`src/rtl/miss_handler_arbiter_if.sv`:
```
// Bundle of the two cache-side request channels and the shared miss-handler port.
// The master side is the surrounding system (caches + handler); the slave side is the arbiter.
interface miss_handler_arbiter_if #(
  parameter int BLKIDX_BIT = 4
);
  logic                  r0_req;
  logic                  r0_cached;
  logic                  r0_w;
  logic [31:0]           r0_paddr;
  logic [BLKIDX_BIT-1:0] r0_blkidx;
  logic [31:0]           r0_wdata;
  logic [3:0]            r0_wen;
  logic                  r0_fin;
  logic [31:0]           r0_rdata;

  logic                  r1_req;
  logic                  r1_cached;
  logic                  r1_w;
  logic [31:0]           r1_paddr;
  logic [BLKIDX_BIT-1:0] r1_blkidx;
  logic [31:0]           r1_wdata;
  logic [3:0]            r1_wen;
  logic                  r1_fin;
  logic [31:0]           r1_rdata;

  logic                  m_req;
  logic                  m_cached;
  logic                  m_w;
  logic [31:0]           m_paddr;
  logic [BLKIDX_BIT-1:0] m_blkidx;
  logic [31:0]           m_wdata;
  logic [3:0]            m_wen;
  logic                  m_fin;
  logic [31:0]           m_rdata;

  modport master (
    output r0_req, r0_cached, r0_w, r0_paddr, r0_blkidx, r0_wdata, r0_wen,
    input  r0_fin, r0_rdata,
    output r1_req, r1_cached, r1_w, r1_paddr, r1_blkidx, r1_wdata, r1_wen,
    input  r1_fin, r1_rdata,
    input  m_req, m_cached, m_w, m_paddr, m_blkidx, m_wdata, m_wen,
    output m_fin, m_rdata
  );

  modport slave (
    input  r0_req, r0_cached, r0_w, r0_paddr, r0_blkidx, r0_wdata, r0_wen,
    output r0_fin, r0_rdata,
    input  r1_req, r1_cached, r1_w, r1_paddr, r1_blkidx, r1_wdata, r1_wen,
    output r1_fin, r1_rdata,
    output m_req, m_cached, m_w, m_paddr, m_blkidx, m_wdata, m_wen,
    input  m_fin, m_rdata
  );
endinterface

```
`src/rtl/miss_handler_arbiter.sv`:
```
// Shares one miss handler between the I-cache (requester 0) and D-cache (requester 1).
// Define ARB_DCACHE_PRIO_EN for fixed D-cache priority; default build is round-robin.
module miss_handler_arbiter #(
  parameter int BLKIDX_BIT = 4
) (
  input  logic                         clk,
  input  logic                         rst,
  miss_handler_arbiter_if.slave        bus,
  output logic                         owner
);

  localparam int DATA_W = 32;

  typedef enum logic [1:0] {
    IDLE  = 2'd0,
    GRANT = 2'd1,
    DRAIN = 2'd2
  } state_t;

  state_t                state_p0;
  state_t                state_nxt;
  logic                  owner_p0;
  logic                  cached_p0;
  logic                  w_p0;
  logic [DATA_W-1:0]     paddr_p0;
  logic [BLKIDX_BIT-1:0] blkidx_p0;
  logic [DATA_W-1:0]     wdata_p0;
  logic [3:0]            wen_p0;

  logic                  any_req;
  logic                  winner;
  logic                  grant;
  logic                  fin_vld;

  logic                  sel_cached;
  logic                  sel_w;
  logic [DATA_W-1:0]     sel_paddr;
  logic [BLKIDX_BIT-1:0] sel_blkidx;
  logic [DATA_W-1:0]     sel_wdata;
  logic [3:0]            sel_wen;

`ifdef ARB_DCACHE_PRIO_EN
  always_comb begin
    winner = bus.r1_req;
  end
`else
  logic ptr_p0;

  // Both asking: the pointer decides; otherwise whoever is asking wins.
  always_comb begin
    winner = (bus.r0_req & bus.r1_req) ? ptr_p0 : bus.r1_req;
  end

  always_ff @(posedge clk) begin
    if (rst) begin
      ptr_p0 <= 1'b0;
    end else if (grant) begin
      ptr_p0 <= ~winner;
    end
  end
`endif

  always_comb begin
    any_req   = bus.r0_req | bus.r1_req;
    grant     = 1'b0;
    state_nxt = state_p0;
    case (state_p0)
      IDLE: begin
        if (any_req) begin
          grant     = 1'b1;
          state_nxt = GRANT;
        end
      end
      GRANT: begin
        if (bus.m_fin) state_nxt = DRAIN;
      end
      DRAIN:   state_nxt = IDLE;
      default: state_nxt = IDLE;
    endcase
  end

  always_comb begin
    sel_cached = winner ? bus.r1_cached : bus.r0_cached;
    sel_w      = winner ? bus.r1_w      : bus.r0_w;
    sel_paddr  = winner ? bus.r1_paddr  : bus.r0_paddr;
    sel_blkidx = winner ? bus.r1_blkidx : bus.r0_blkidx;
    sel_wdata  = winner ? bus.r1_wdata  : bus.r0_wdata;
    sel_wen    = winner ? bus.r1_wen    : bus.r0_wen;
  end

  // Stage p0: transaction latched at grant, held until the handler finishes.
  always_ff @(posedge clk) begin
    if (rst) begin
      state_p0  <= IDLE;
      owner_p0  <= 1'b0;
      cached_p0 <= 1'b0;
      w_p0      <= 1'b0;
      paddr_p0  <= '0;
      blkidx_p0 <= '0;
      wdata_p0  <= '0;
      wen_p0    <= '0;
    end else begin
      state_p0 <= state_nxt;
      if (grant) begin
        owner_p0  <= winner;
        cached_p0 <= sel_cached;
        w_p0      <= sel_w;
        paddr_p0  <= sel_paddr;
        blkidx_p0 <= sel_blkidx;
        wdata_p0  <= sel_wdata;
        wen_p0    <= sel_wen;
      end
    end
  end

  // Response path is combinational; a finish seen outside GRANT or under reset is dropped.
  always_comb begin
    fin_vld      = (state_p0 == GRANT) & bus.m_fin & ~rst;
    bus.m_req    = (state_p0 == GRANT);
    bus.m_cached = cached_p0;
    bus.m_w      = w_p0;
    bus.m_paddr  = paddr_p0;
    bus.m_blkidx = blkidx_p0;
    bus.m_wdata  = wdata_p0;
    bus.m_wen    = wen_p0;
    bus.r0_fin   = fin_vld & ~owner_p0;
    bus.r1_fin   = fin_vld &  owner_p0;
    bus.r0_rdata = owner_p0 ? '0 : bus.m_rdata;
    bus.r1_rdata = owner_p0 ? bus.m_rdata : '0;
    owner        = owner_p0;
  end

endmodule

```
`src/flat_wrapper.sv`:
```
// flat-port wrapper written by rule: the top's interface ports become plain ports
module miss_handler_arbiter_flat 
#(
  parameter int BLKIDX_BIT = 4
)
  (clk, rst, owner, bus_r0_req, bus_r0_cached, bus_r0_w, bus_r0_paddr, bus_r0_blkidx, bus_r0_wdata, bus_r0_wen, bus_r0_fin, bus_r0_rdata, bus_r1_req, bus_r1_cached, bus_r1_w, bus_r1_paddr, bus_r1_blkidx, bus_r1_wdata, bus_r1_wen, bus_r1_fin, bus_r1_rdata, bus_m_req, bus_m_cached, bus_m_w, bus_m_paddr, bus_m_blkidx, bus_m_wdata, bus_m_wen, bus_m_fin, bus_m_rdata);
  miss_handler_arbiter_if #(.BLKIDX_BIT(BLKIDX_BIT)) bus_i ();
  input  logic clk;
  input  logic rst;
  output logic owner;
  input wire logic [$bits(bus_i.r0_req)-1:0] bus_r0_req;
  input wire logic [$bits(bus_i.r0_cached)-1:0] bus_r0_cached;
  input wire logic [$bits(bus_i.r0_w)-1:0] bus_r0_w;
  input wire logic [$bits(bus_i.r0_paddr)-1:0] bus_r0_paddr;
  input wire logic [$bits(bus_i.r0_blkidx)-1:0] bus_r0_blkidx;
  input wire logic [$bits(bus_i.r0_wdata)-1:0] bus_r0_wdata;
  input wire logic [$bits(bus_i.r0_wen)-1:0] bus_r0_wen;
  output wire logic [$bits(bus_i.r0_fin)-1:0] bus_r0_fin;
  output wire logic [$bits(bus_i.r0_rdata)-1:0] bus_r0_rdata;
  input wire logic [$bits(bus_i.r1_req)-1:0] bus_r1_req;
  input wire logic [$bits(bus_i.r1_cached)-1:0] bus_r1_cached;
  input wire logic [$bits(bus_i.r1_w)-1:0] bus_r1_w;
  input wire logic [$bits(bus_i.r1_paddr)-1:0] bus_r1_paddr;
  input wire logic [$bits(bus_i.r1_blkidx)-1:0] bus_r1_blkidx;
  input wire logic [$bits(bus_i.r1_wdata)-1:0] bus_r1_wdata;
  input wire logic [$bits(bus_i.r1_wen)-1:0] bus_r1_wen;
  output wire logic [$bits(bus_i.r1_fin)-1:0] bus_r1_fin;
  output wire logic [$bits(bus_i.r1_rdata)-1:0] bus_r1_rdata;
  output wire logic [$bits(bus_i.m_req)-1:0] bus_m_req;
  output wire logic [$bits(bus_i.m_cached)-1:0] bus_m_cached;
  output wire logic [$bits(bus_i.m_w)-1:0] bus_m_w;
  output wire logic [$bits(bus_i.m_paddr)-1:0] bus_m_paddr;
  output wire logic [$bits(bus_i.m_blkidx)-1:0] bus_m_blkidx;
  output wire logic [$bits(bus_i.m_wdata)-1:0] bus_m_wdata;
  output wire logic [$bits(bus_i.m_wen)-1:0] bus_m_wen;
  input wire logic [$bits(bus_i.m_fin)-1:0] bus_m_fin;
  input wire logic [$bits(bus_i.m_rdata)-1:0] bus_m_rdata;
  assign bus_i.r0_req = bus_r0_req;
  assign bus_i.r0_cached = bus_r0_cached;
  assign bus_i.r0_w = bus_r0_w;
  assign bus_i.r0_paddr = bus_r0_paddr;
  assign bus_i.r0_blkidx = bus_r0_blkidx;
  assign bus_i.r0_wdata = bus_r0_wdata;
  assign bus_i.r0_wen = bus_r0_wen;
  assign bus_r0_fin = bus_i.r0_fin;
  assign bus_r0_rdata = bus_i.r0_rdata;
  assign bus_i.r1_req = bus_r1_req;
  assign bus_i.r1_cached = bus_r1_cached;
  assign bus_i.r1_w = bus_r1_w;
  assign bus_i.r1_paddr = bus_r1_paddr;
  assign bus_i.r1_blkidx = bus_r1_blkidx;
  assign bus_i.r1_wdata = bus_r1_wdata;
  assign bus_i.r1_wen = bus_r1_wen;
  assign bus_r1_fin = bus_i.r1_fin;
  assign bus_r1_rdata = bus_i.r1_rdata;
  assign bus_m_req = bus_i.m_req;
  assign bus_m_cached = bus_i.m_cached;
  assign bus_m_w = bus_i.m_w;
  assign bus_m_paddr = bus_i.m_paddr;
  assign bus_m_blkidx = bus_i.m_blkidx;
  assign bus_m_wdata = bus_i.m_wdata;
  assign bus_m_wen = bus_i.m_wen;
  assign bus_i.m_fin = bus_m_fin;
  assign bus_i.m_rdata = bus_m_rdata;
  miss_handler_arbiter #(.BLKIDX_BIT(BLKIDX_BIT)) u_core (.clk(clk), .rst(rst), .bus(bus_i), .owner(owner));
endmodule
```
`config.mk`:
```
export PLATFORM = sky130hd
export DESIGN_NAME = miss_handler_arbiter_flat
export DESIGN_NICKNAME = d
export VERILOG_FILES = /design/src/rtl/miss_handler_arbiter_if.sv /design/src/rtl/miss_handler_arbiter.sv /design/src/flat_wrapper.sv
export SDC_FILE = /design/constraint.sdc
export NUM_CORES = 1
export LEC_CHECK = 0
export ABC_AREA = 1
export ABC_CLOCK_PERIOD_IN_PS = 1550
export BUFFER_PORTS_ARGS = -buffer_cell sky130_fd_sc_hd__buf_2
export CAP_MARGIN = 10
export CELL_PAD_IN_SITES_DETAIL_PLACEMENT = 0
export CELL_PAD_IN_SITES_GLOBAL_PLACEMENT = 1
export CORE_MARGIN = 4
export CORE_UTILIZATION = 26
export CTS_CLUSTER_DIAMETER = 150
export DETAILED_ROUTE_END_ITERATION = 12
export PLACE_DENSITY = 0.83
export SKIP_LAST_GASP = 1
export SYNTH_ARGS = -nofsm -noshare
export SYNTH_HDL_FRONTEND = slang
export SYNTH_SLANG_ARGS = --single-unit
```
`constraint.sdc`:
```
create_clock -name clk -period 1.55 [get_ports clk]
set_input_delay 0.0775 -clock clk [delete_from_list [all_inputs] [get_ports clk]]
set_output_delay 0.0775 -clock clk [all_outputs]
set_load 0.02 [all_outputs]
```
* After elaboration in Yosys (flattened, before gate mapping)
Index checks and enable logic that the tools add are counted.
Storage, ports and cells: register bits 78, input bits 185, output and inout bits 142, logic and storage cells 37
Cells by class: eq/ne operators 3, muxes and demuxes 14, bitwise gates (word level) 9, reduce and logical (&&, ||, !) cells 2
Operators by type and width (number):
- two-way mux 32 bit | 4
- two-way mux 4 bit | 2
- AND 1 bit | 5
- two-way mux 1 bit | 5
- two-way mux 2 bit | 2
- != test 2 x 1 -> 1 bit (second input constant) | 2
- one-hot mux 2 bit (2 select lines) | 1
- NOT 1 bit | 3
- == test 2 x 1 -> 1 bit (second input constant) | 1
- logical NOT 2 bit | 1
- AND reduction 2 bit | 1
- bitwise OR 1 bit | 1

* Logic depth before layout (Yosys ltp)
Gate-level depths: netlist of the first run.
depth in word-level cells 4, gate-level depth with buffers 9, gate-level depth less buffers 7

* Least setup slack after synthesis of the first run
OpenSTA, ideal clock, no wires.
path type reg-to-output, start register u_core.state_p0[0], end output bus_r0_fin, arrival 1259 ps, required time 1472 ps, slack 213 ps, stages on the path, launching flop included 5, buffers on the path 0, path through dfxtp_1 -> inv_1 -> nor2_1 -> nand3_1 -> nor2_1
On the way: longest elaborated chain between the ends 4
RTL lines:
- start: declaration | line miss_handler_arbiter.sv:20 | state_t state_p0;
- start signal: assignment | line miss_handler_arbiter.sv:103 | state_p0 <= state_nxt;
- == test 2 x 1 -> 1 bit
- named net bus_m_req | line flat_wrapper.sv:29 | output wire logic [$bits(bus_i.m_req)-1:0] bus_m_req;
- AND 1 bit (2 in a row) | line miss_handler_arbiter.sv:118 | fin_vld = (state_p0 == GRANT) & bus.m_fin & ~rst;
- AND 1 bit | line miss_handler_arbiter.sv:126 | bus.r0_fin = fin_vld & ~owner_p0;
- end: declaration | line flat_wrapper.sv:18 | output wire logic [$bits(bus_i.r0_fin)-1:0] bus_r0_fin;
The timed path passes the listed nets, and every way through them passes these cells.

* Worst setup path in the final report of the first run
start register u_core.owner_p0 (netlist: u_core.owner), end output bus_r0_rdata[22]
On the way: longest elaborated chain between the ends 1
RTL lines:
- start: declaration | line miss_handler_arbiter.sv:22 | logic owner_p0;
- start signal: assignment | line miss_handler_arbiter.sv:105 | owner_p0 <= winner;
- two-way mux 32 bit | line miss_handler_arbiter.sv:128 | bus.r0_rdata = owner_p0 ? '0 : bus.m_rdata;
- end: declaration | line flat_wrapper.sv:19 | output wire logic [$bits(bus_i.r0_rdata)-1:0] bus_r0_rdata;
Every way passes these cells.

==> out/qor.csv, run 1 <==
stage;metric;value;unit
synthesis;synth_largest_area_cell;dfxtp_1;
sta;drv_slew;0;
finish;final_cell_mix;buf_2, nand2_1, nand3_1, inv_1, dfxtp_1;
critical_path;worstSetupPathType;flip-flop to output pin;
finish;antennaDiodeCount;0;
synthesis;synth_fa_ha_area_share;0;%
critical_path;worstPathMaxFanout;30;
critical_path;rrSetupSlack;0.20;ns
critical_path;crit_buf_inv;2;
drt;vias;5770;
sta;fin_crit_sh;92.0;%
sta;worst_slew_pin_slew;0.503;ns
synthesis;syn_nets;925;
synthesis;synth_top_family_by_area;simple AND/OR/NAND/NOR gates;
job;drv_cap;0;
cts;cts_setup_buffers;0;
grt;grt_first_pass_wirelength;28.7;mm
synthesis;syn_area_per_cell;6.14;µm²
drt;wirelength;18.2;mm
power;p_leak;0.00434;µW
critical_path;cp.arrival;1.35;ns
synthesis;syn_area;4540;µm²
synthesis;ys.warnings.count;0;
synthesis;syn_inst;740;
sta;setup_tns;0;ns
floorplanning;pin_count;327;
grt;grt_max_degree;64;
sta;hold_viol;0;
grt;grt_usage;17.8;%
grt;grt_pass1_vias;5543;
critical_path;cp.required;1.47;ns
critical_path;end_kind;output pin;
critical_path;crit_family;buffers and inverters;
drt;wl_per_cell;14.4;µm
critical_path;slowest_stage;dfxtp_4;
cts;insertion_delay;0.34;ns
grt;grt_overflow;0;
synthesis;muxShareOfSynthArea;0;%
finish;drive_above_1_share;35.6;%
synthesis;synthDistinctLibCells;15;
synthesis;synthSimpleGateAreaFrac;45.5;%
grt;antenna_found_initial;0;
sta;rsz0062_at_grt;no;
synthesis;synth-seq-cells;78;
synthesis;yosys-top-cells-area;dfxtp_1, nand3_1, nand2_1, inv_1, nand4_1;
cts;cts.sinks;78;
cts;root_buffer;clkbuf_16;
sta;maxSlewHeadroom;66.5;%
drt;firstDrtPassIters;5;
finish;final_common_cell;buf_2;
drt;via_per_inst;4.57;
cts;clock_path_buffers;2;
synthesis;synth_xor_xnor_area_share;0;%
cts;cts_tree;built;
floorplanning;start_util;26.4;%
floorplanning;die_w;140;µm
floorplanning;num_rows;48;
drt;drtIter0Drc;269;
place;dp_hpwl;12.9;mm
sta;min_period;1.43;ns
critical_path;start_kind;flip-flop;
drt;remaining_drc_errors;0;
sta;finalWorstSetupSlack;0.124;ns
power;ir_drop;0.478;mV
place;io_buffers;326;
cts;numCtsBuffers;9;
power;powerDensity;972;nW/µm²
drt;final_antenna_net_count;0;
finish;syn_to_final_growth;47.3;%
floorplanning;die_area;19700;µm²
place;place_congestion;0.836;
floorplanning;die_h;140;µm
synthesis;synth-compound-area-share;0.688;%
cts;htreeDepth;3;
sta;fmax;701;MHz
floorplanning;coreArea;17200;µm²
sta;skew;0.00421;ns
finish;final_nets;1217;
hold_path;hold_class;input pin to flip-flop;
synthesis;yosysSeqAreaShare;34.4;%
cts;path_clk_slew;0.06;ns
sta;setup_viol;0;
run_status;status;completed;
critical_path;critPathMaxStageDelay;0.40;ns
synthesis;post-synth-top-area-fraction;34.4;%
place;dp_slack;0.251;ns
critical_path;crit_chain;bufbuf_16 -> nor2_1 -> buf_2;
sequential cells by signal, summed over array words and instances, names as in the netlist:
register,cells
u_core.bus.m_blkidx,4
u_core.bus.m_wdata,32
u_core.owner,1
u_core.bus.m_w,1
u_core.ptr_p0,1
u_core.bus.m_paddr,32
u_core.state_p0,2
u_core.bus.m_wen,4
u_core.bus.m_cached,1
metal layers:
layer	up-vias	global-route usage, %	share of wire, %
met3	26	4.92	9.0
met1	2584	20.9	40
met5	-	0	0
met2	249	31.0	49
met4	0	6.37	2.3
li1	2911	-	-
per-stage QoR:
stage	hold slack (ns)	power, µW	util, %	instances	area (µm²)
2_1_floorplan	0.147	3670	-	740	4540
3_3_place_gp	0.307	4480	36.9	1244	6360
3_5_place_dp	0.310	4490	36.9	1244	6360
4_1_cts	0.00279	6620	38.8	1262	6680
5_1_grt	0.0335	6930	38.8	1262	6690
6_report	0.0330	6510	38.8	1262	6690
tightest hold or removal path, delay by kind of cell:
family | cells | cell delay, ns
buffers and inverters | 2 | 0.15
AND/OR/NAND/NOR | 1 | 0.10
power by group:
group | internal [µW] | total [µW] | switching [µW]
clock | 1110 | 2050 | 946
sequential | 2200 | 2310 | 110
combinational | 779 | 2140 | 1360
total | 4090 | 6510 | 2420
layout make-up:
cell class              instances  area, µm²
clock buffers                   9        225
clock inverters                 7       58.8
fillers                      1919      10500
inverters                     145        544
multi-input cells             453       2120
flip-flops and latches         78       1570
well taps                     225        282
repair buffers                345       1900
synth_stat cells:
master    instances
nor2_4            1
nand3_1         150
nand2_1         187
o21ai_4           1
inv_1           145
nor2_2            1
clkbuf_1         22
nand4_1          74
nor2_1           36
dfxtp_1          78
a21oi_1           3
buf_6             1
buf_4            18
buf_2            19
buf_1             4
final timing paths:
| kind | from | end | depth (start not counted) |
|---|---|---|---|
| worst min-delay path | bus_m_fin | u_core.state_p0[1] | 3 |
| worst min register to register | u_core.ptr_p0 | u_core.ptr_p0 | 2 |
| worst max register to register | u_core.state_p0[0] | u_core.bus.m_paddr[31] | 8 |
| worst max-delay path | u_core.owner | bus_r0_rdata[22] | 3 |
what timing repair did:
| item | 4_1_cts | 5_1_grt |
|---|---|---|
| endpoints found under the hold margin | 3 | 0 |
| cloned | 1 | 0 |
| gates resized for setup | 0 | 3 |
| hold buffers | 1 | 0 |
| endpoints found under the setup margin | 1 | 30 |
logic make-up after synthesis:
group	count (synthesis)
AOI/OAI and AO/OA	4
buffers and inverters	209
DFF	78
and+or+nand+nor	449
Power figures use the tool's default switching activity.
==> run 2, diff against run 1 <==
CORE_ASPECT_RATIO = 1.4   (was default)
SKIP_LAST_GASP = default   (was 1)
==> run 2 against run 1 <==
  * Worst setup slack got worse by 0.024 ns
  * Power rose by 3.3%
  * Critical path type unchanged
  * Maximum frequency fell by 1.6%
==> out/qor.csv, run 2 (synthesis gave the netlist of run 1 again) <==
stage;metric;value;unit;change
critical_path;end_kind;output pin;;
finish;final_cell_mix;buf_2, nand2_1, nand3_1, inv_1, dfxtp_1;;
finish;layout.cells.non_filler;1267;;+0.40%
sta;worst_slew_pin_slew;0.441;ns;-0.0617 ns
drt;remaining_drc_errors;0;;unchanged
sta;setup_viol;0;;unchanged
place;dp_hpwl;13.7;mm;+6.5%
finish;syn_to_final_growth;47.1;%;
critical_path;cp.arrival;1.37;ns;+0.02 ns
sta;fmax;690;MHz;-1.6%
power;comb_power_share;31.7;%;-1.2 points
drt;vias;5683;;-1.5%
floorplanning;start_util;26.8;%;+0.44 points
finish;regArea;1560;µm²;-0.16%
job;drv_cap;0;;unchanged
place;dp_slack;0.213;ns;-0.0373 ns
cts;cts_tree;built;;
cts;clock_path_buffers;2;;unchanged
place;place_inst;1251;;+0.56%
sta;fin_crit_sh;93.5;%;+1.5 points
critical_path;cp.required;1.47;ns;about the same
floorplanning;die_h;164;µm;+17%
grt;grt_pass1_vias;5341;;-3.6%
finish;final_nets;1216;;-0.082%
sta;finalWorstSetupSlack;0.100;ns;-0.0238 ns
cts;htreeDepth;3;;unchanged
drt;final_antenna_net_count;0;;unchanged
sta;hold_viol;0;;unchanged
cts;cts.sinks;78;;unchanged
finish;antennaDiodeCount;0;;unchanged
grt;grt_max_degree;78;;+22%
power;seqPwrFrac;34.4;%;-1.2 points
power;powerDensity;1010;nW/µm²;+3.4%
critical_path;worstPathMaxFanout;3;;-90%
grt;grt_usage;18.1;%;+0.34 points
grt;grt_overflow;0;;unchanged
hold_path;hold_class;input pin to flip-flop;;
cts;path_clk_slew;0.07;ns;about the same
run_status;status;completed;;
power;p_sw;2350;µW;-2.7%
finish;drive_above_1_share;35.4;%;-0.22 points
place;place_congestion;0.850;;+1.7%
critical_path;reg2reg_from;u_core.state_p0[0];;
floorplanning;num_rows;56;;+17%
sta;hold_ws;0.0509;ns;+0.0179 ns
power;swShare;35.0;%;-2.1 points
power;p_int;4370;µW;+6.8%
sta;drv_slew;0;;unchanged
critical_path;startpoint;u_core.state_p0[0];;
hold_path;worstHoldStart;bus_r0_wdata[17];;
sta;skew;0.00583;ns;+0.00162 ns
cts;numCtsBuffers;9;;unchanged
drt;wirelength;18.8;mm;+3.3%
finish;multi_input_area;2130;µm²;+0.59%
drt;via_per_inst;4.49;;-1.9%
critical_path;worstSetupPathType;flip-flop to output pin;;
floorplanning;coreArea;17000;µm²;-1.6%
critical_path;start_kind;flip-flop;;
drt;drtIter0Drc;409;;+52%
cts;insertion_delay;0.33;ns;about the same
sta;maxSlewHeadroom;70.6;%;+4.1 points
sta;min_period;1.45;ns;+0.0238 ns
power;power.share.clock;34.0;%;+2.4 points
place;io_buffers;326;;unchanged
grt;antenna_found_initial;0;;unchanged
power;ir_drop;0.444;mV;-7.2%
finish;fillers;1948;;+1.5%
sta;setup_tns;0;ns;unchanged
grt;grt_first_pass_wirelength;28.6;mm;-0.36%
power;power;6720;µW;+3.3%
drt;wl_per_cell;14.8;µm;+2.9%
drt;firstDrtPassIters;5;;unchanged
cts;root_buffer;clkbuf_16;;
floorplanning;die_w;120;µm;-15%
floorplanning;pin_count;327;;unchanged
power;p_leak;0.00433;µW;-0.41%
finish;final_common_cell;buf_2;;
floorplanning;die_area;19700;µm²;+0.16%
[run 2: cell types whose count changed in the layout (fill, tap and decap cells not counted), moves of 2 or more]
cell,change
clkinv_4,-3
buf_4,+2
buf_12,-2
bufinv_16,+2
[run 2: final cells by class]
cell class / count / share of cell area [%]
multi-input combinational: 453 / 31.9
timing repair buffer: 344 / 27.6
sequential: 78 / 23.4
inverter: 145 / 8.14
tap: 232 / 4.34
clock buffer: 10 / 3.43
clock inverter: 5 / 1.25
[run 2: per-stage QoR]
| stage | utilization, % | instance area, µm² |
|---|---|---|
| finish | 39.4 | 6680 |
| global route | 39.4 | 6680 |
| CTS | 39.3 | 6670 |
| detailed placement | 37.4 | 6340 |
| global placement | 37.4 | 6340 |
| floorplan | - | 4540 |
[run 2: worst paths after layout]
path / slack (ns) / depth (start not counted) / to
hold reg to reg: 0.47 / 2 / u_core.ptr_p0
setup / recovery: 0.10 / 5 / bus_r0_fin
setup reg to reg: 0.18 / 8 / u_core.bus.m_paddr[0]
hold / removal: 0.05 / 5 / u_core.bus.m_wdata[17]
[run 2: what timing repair did]
item / in CTS / in global routing
buffers inserted: 0 / 0
pin swaps: 1 / 0
hold endpoints to repair: 3 / 0
setup endpoints to repair: 2 / 2
hold buffers: 1 / 0
resized for setup: 2 / 2
[run 2: metal layers]
layer / wire length, µm / track usage [%] / up-vias
met3: 1220 / 4.04 / 34
met1: 7380 / 21.1 / 2521
li1: - / - / 2904
met5: 0 / 0 / -
met2: 9660 / 32.7 / 224
met4: 533 / 6.57 / 0
[run 2: power by group through the flow]
stage	Sequential, µW	Combinational, µW	Clock (µW)
final	2310	2130	2280
after global routing	2330	2350	2430
after CTS	2310	2150	2350
after detailed placement	2350	2140	0
after global placement	2350	2130	0
after floorplan	2580	1090	0
[run 2: critical path, stage by stage, from the launching register on]
cell,delay [ns]
dfxtp_1,0.37
inv_1,0.10
nor2_4,0.15
nand3_4,0.13
nor2_1,0.12
buf_2,0.18
==> run 3, diff against run 2 <==
CORE_MARGIN = default   (was 4)
CTS_BUF_LIST = sky130_fd_sc_hd__clkbuf_16   (was default)
REMOVE_ABC_BUFFERS = 1   (was default)
==> run 3 against run 2 <==
  * Core utilization is 0.44 points higher
  * Final area is 1.1% higher
  * Critical path depth is 1 lower
==> out/qor.csv, run 3 (synthesis gave the netlist of run 1 again) <==
stage;metric;value;unit;change
grt;grt_usage;19.2;%;+1.0 points
place;io_buffers;326;;unchanged
drt;top_layer;met4;;
critical_path;cp.required;1.47;ns;about the same
critical_path;worstPathMaxFanout;35;;+32
hold_path;hold_class;input pin to flip-flop;;
critical_path;cp.arrival;1.34;ns;-0.03 ns
sta;setup_viol;0;;unchanged
sta;setup_tns;0;ns;unchanged
critical_path;crit_chain;buf_12 -> inv_1 -> nor2_1 -> buf_2;;
sta;maxSlewHeadroom;67.6;%;-3.0 points
sta;min_period;1.42;ns;-0.0342 ns
critical_path;end_kind;output pin;;
cts;htreeDepth;3;;unchanged
grt;grt_max_degree;48;;-38%
cts;insertion_delay;0.33;ns;about the same
drt;wl_met2;9.03;mm;-6.5%
drt;vias;5760;;+1.4%
floorplanning;die_area;18000;µm²;-8.5%
cts;cts_setup_buffers;0;;unchanged
floorplanning;num_rows;56;;unchanged
power;ir_drop;0.438;mV;-1.2%
critical_path;slowest_stage;dfxtp_4;;
critical_path;rrSetupSlack;0.22;ns;+0.04 ns
drt;met3_length;1.37;mm;+12%
run_status;status;completed;;
floorplanning;coreArea;17000;µm²;unchanged
grt;grt_pass1_vias;5158;;-3.4%
critical_path;start_kind;flip-flop;;
power;powerDensity;976;nW/µm²;-2.9%
drt;remaining_drc_errors;0;;unchanged
sta;hold_viol;0;;unchanged
grt;grt_overflow;0;;unchanged
grt;antenna_found_initial;1;;+1
drt;drtIter0Drc;259;;-37%
finish;final_nets;1219;;+0.25%
finish;syn_to_final_growth;48.7;%;
drt;final_antenna_net_count;0;;unchanged
finish;layout.cells.non_filler;1272;;+0.39%
drt;via_per_inst;4.53;;+0.96%
sta;worst_slew_pin_slew;0.486;ns;+0.0450 ns
place;dp_hpwl;13.3;mm;-2.8%
drt;routedLengthMet1;7.35;mm;-0.45%
sta;rsz0062_at_grt;no;;
cts;numCtsBuffers;9;;unchanged
finish;drive_above_1_share;35.5;%;+0.15 points
critical_path;worstSetupPathType;flip-flop to output pin;;
drt;firstDrtPassIters;4;;-1
sta;skew;0.0142;ns;+0.00834 ns
sta;drv_slew;0;;unchanged
cts;cts_tree;built;;
cts;clock_path_buffers;2;;unchanged
floorplanning;die_w;114;µm;-5.0%
place;place_congestion;0.750;;-12%
sta;fin_crit_sh;91.3;%;-2.2 points
cts;cts.sinks;78;;unchanged
power;power;6600;µW;-1.8%
sta;fmax;706;MHz;+2.4%
finish;final_cell_mix;buf_2, nand2_1, nand3_1, inv_1, dfxtp_1;;
job;drv_cap;0;;unchanged
power;p_leak;0.00438;µW;+1.1%
critical_path;critPathMaxStageDelay;0.48;ns;+0.11 ns
floorplanning;pin_count;327;;unchanged
cts;path_clk_slew;0.06;ns;about the same
place;place_inst;1254;;+0.24%
cts;root_buffer;clkbuf_16;;
finish;final_common_cell;buf_2;;
floorplanning;start_util;26.8;%;unchanged
drt;wl_per_cell;14.2;µm;-4.5%
floorplanning;die_h;158;µm;-3.6%
drt;wirelength;18.0;mm;-4.1%
grt;grt_first_pass_wirelength;26.9;mm;-5.8%
[run 3: cell type report]
class                      instances  area (µm²)
fill                            1915       10200
sequential                        78        1570
clock buffer                       9         225
tap                              232         290
multi-input combinational        453        2120
timing repair buffer             347        1940
antenna                            1        2.50
clock inverter                     7        67.6
inverter                         145         544
[run 3: timing repair]
| item | CTS | global route |
|---|---|---|
| hold endpoints to repair | 3 | 0 |
| cloned | 0 | 0 |
| hold buffers | 1 | 0 |
| setup endpoints to repair | 3 | 2 |
| resized for setup | 2 | 2 |
| pin swaps | 0 | 0 |
[run 3: worst max-delay path, delay by kind of cell (launching register included)]
kind,cells,cell delay (ns)
flops,1,0.48
buf+inv,3,0.43
simple gates,1,0.09
[run 3: path summary, 6_finish.rpt]
path / from / endpoint / depth (start not counted)
setup reg to reg: u_core.state_p0[1] / u_core.bus.m_blkidx[1] / 6
setup / recovery: u_core.owner / bus_r1_fin / 4
hold reg to reg: u_core.ptr_p0 / u_core.ptr_p0 / 2
hold / removal: bus_r0_wdata[15] / u_core.bus.m_wdata[15] / 5
[run 3: metrics by stage]
step                      util [%]  hold WS (ns)  cell area (µm²)  setup slack, ns
after floorplan                  -         0.147             4210            -2.03
after global placement        38.0         0.305             6440            0.254
after detailed placement      38.0         0.316             6440            0.242
after CTS                     39.8        0.0306             6750          0.00635
after global routing          39.8        0.0495             6760           0.0274
final                         39.9        0.0509             6760            0.134
[run 3: where the power goes]
group          switching (µW)  leakage [µW]  total (µW)  internal (µW)
Combinational            1370       0.00358        2170            803
Clock                     867      0.000148        2110           1240
Sequential                114      0.000644        2320           2200
[run 3: metal layers]
metal,GRT usage (%),up-vias
met2,34.5,236
met5,0,-
met4,5.08,0
li1,-,2912
met1,22.3,2593
met3,4.91,19
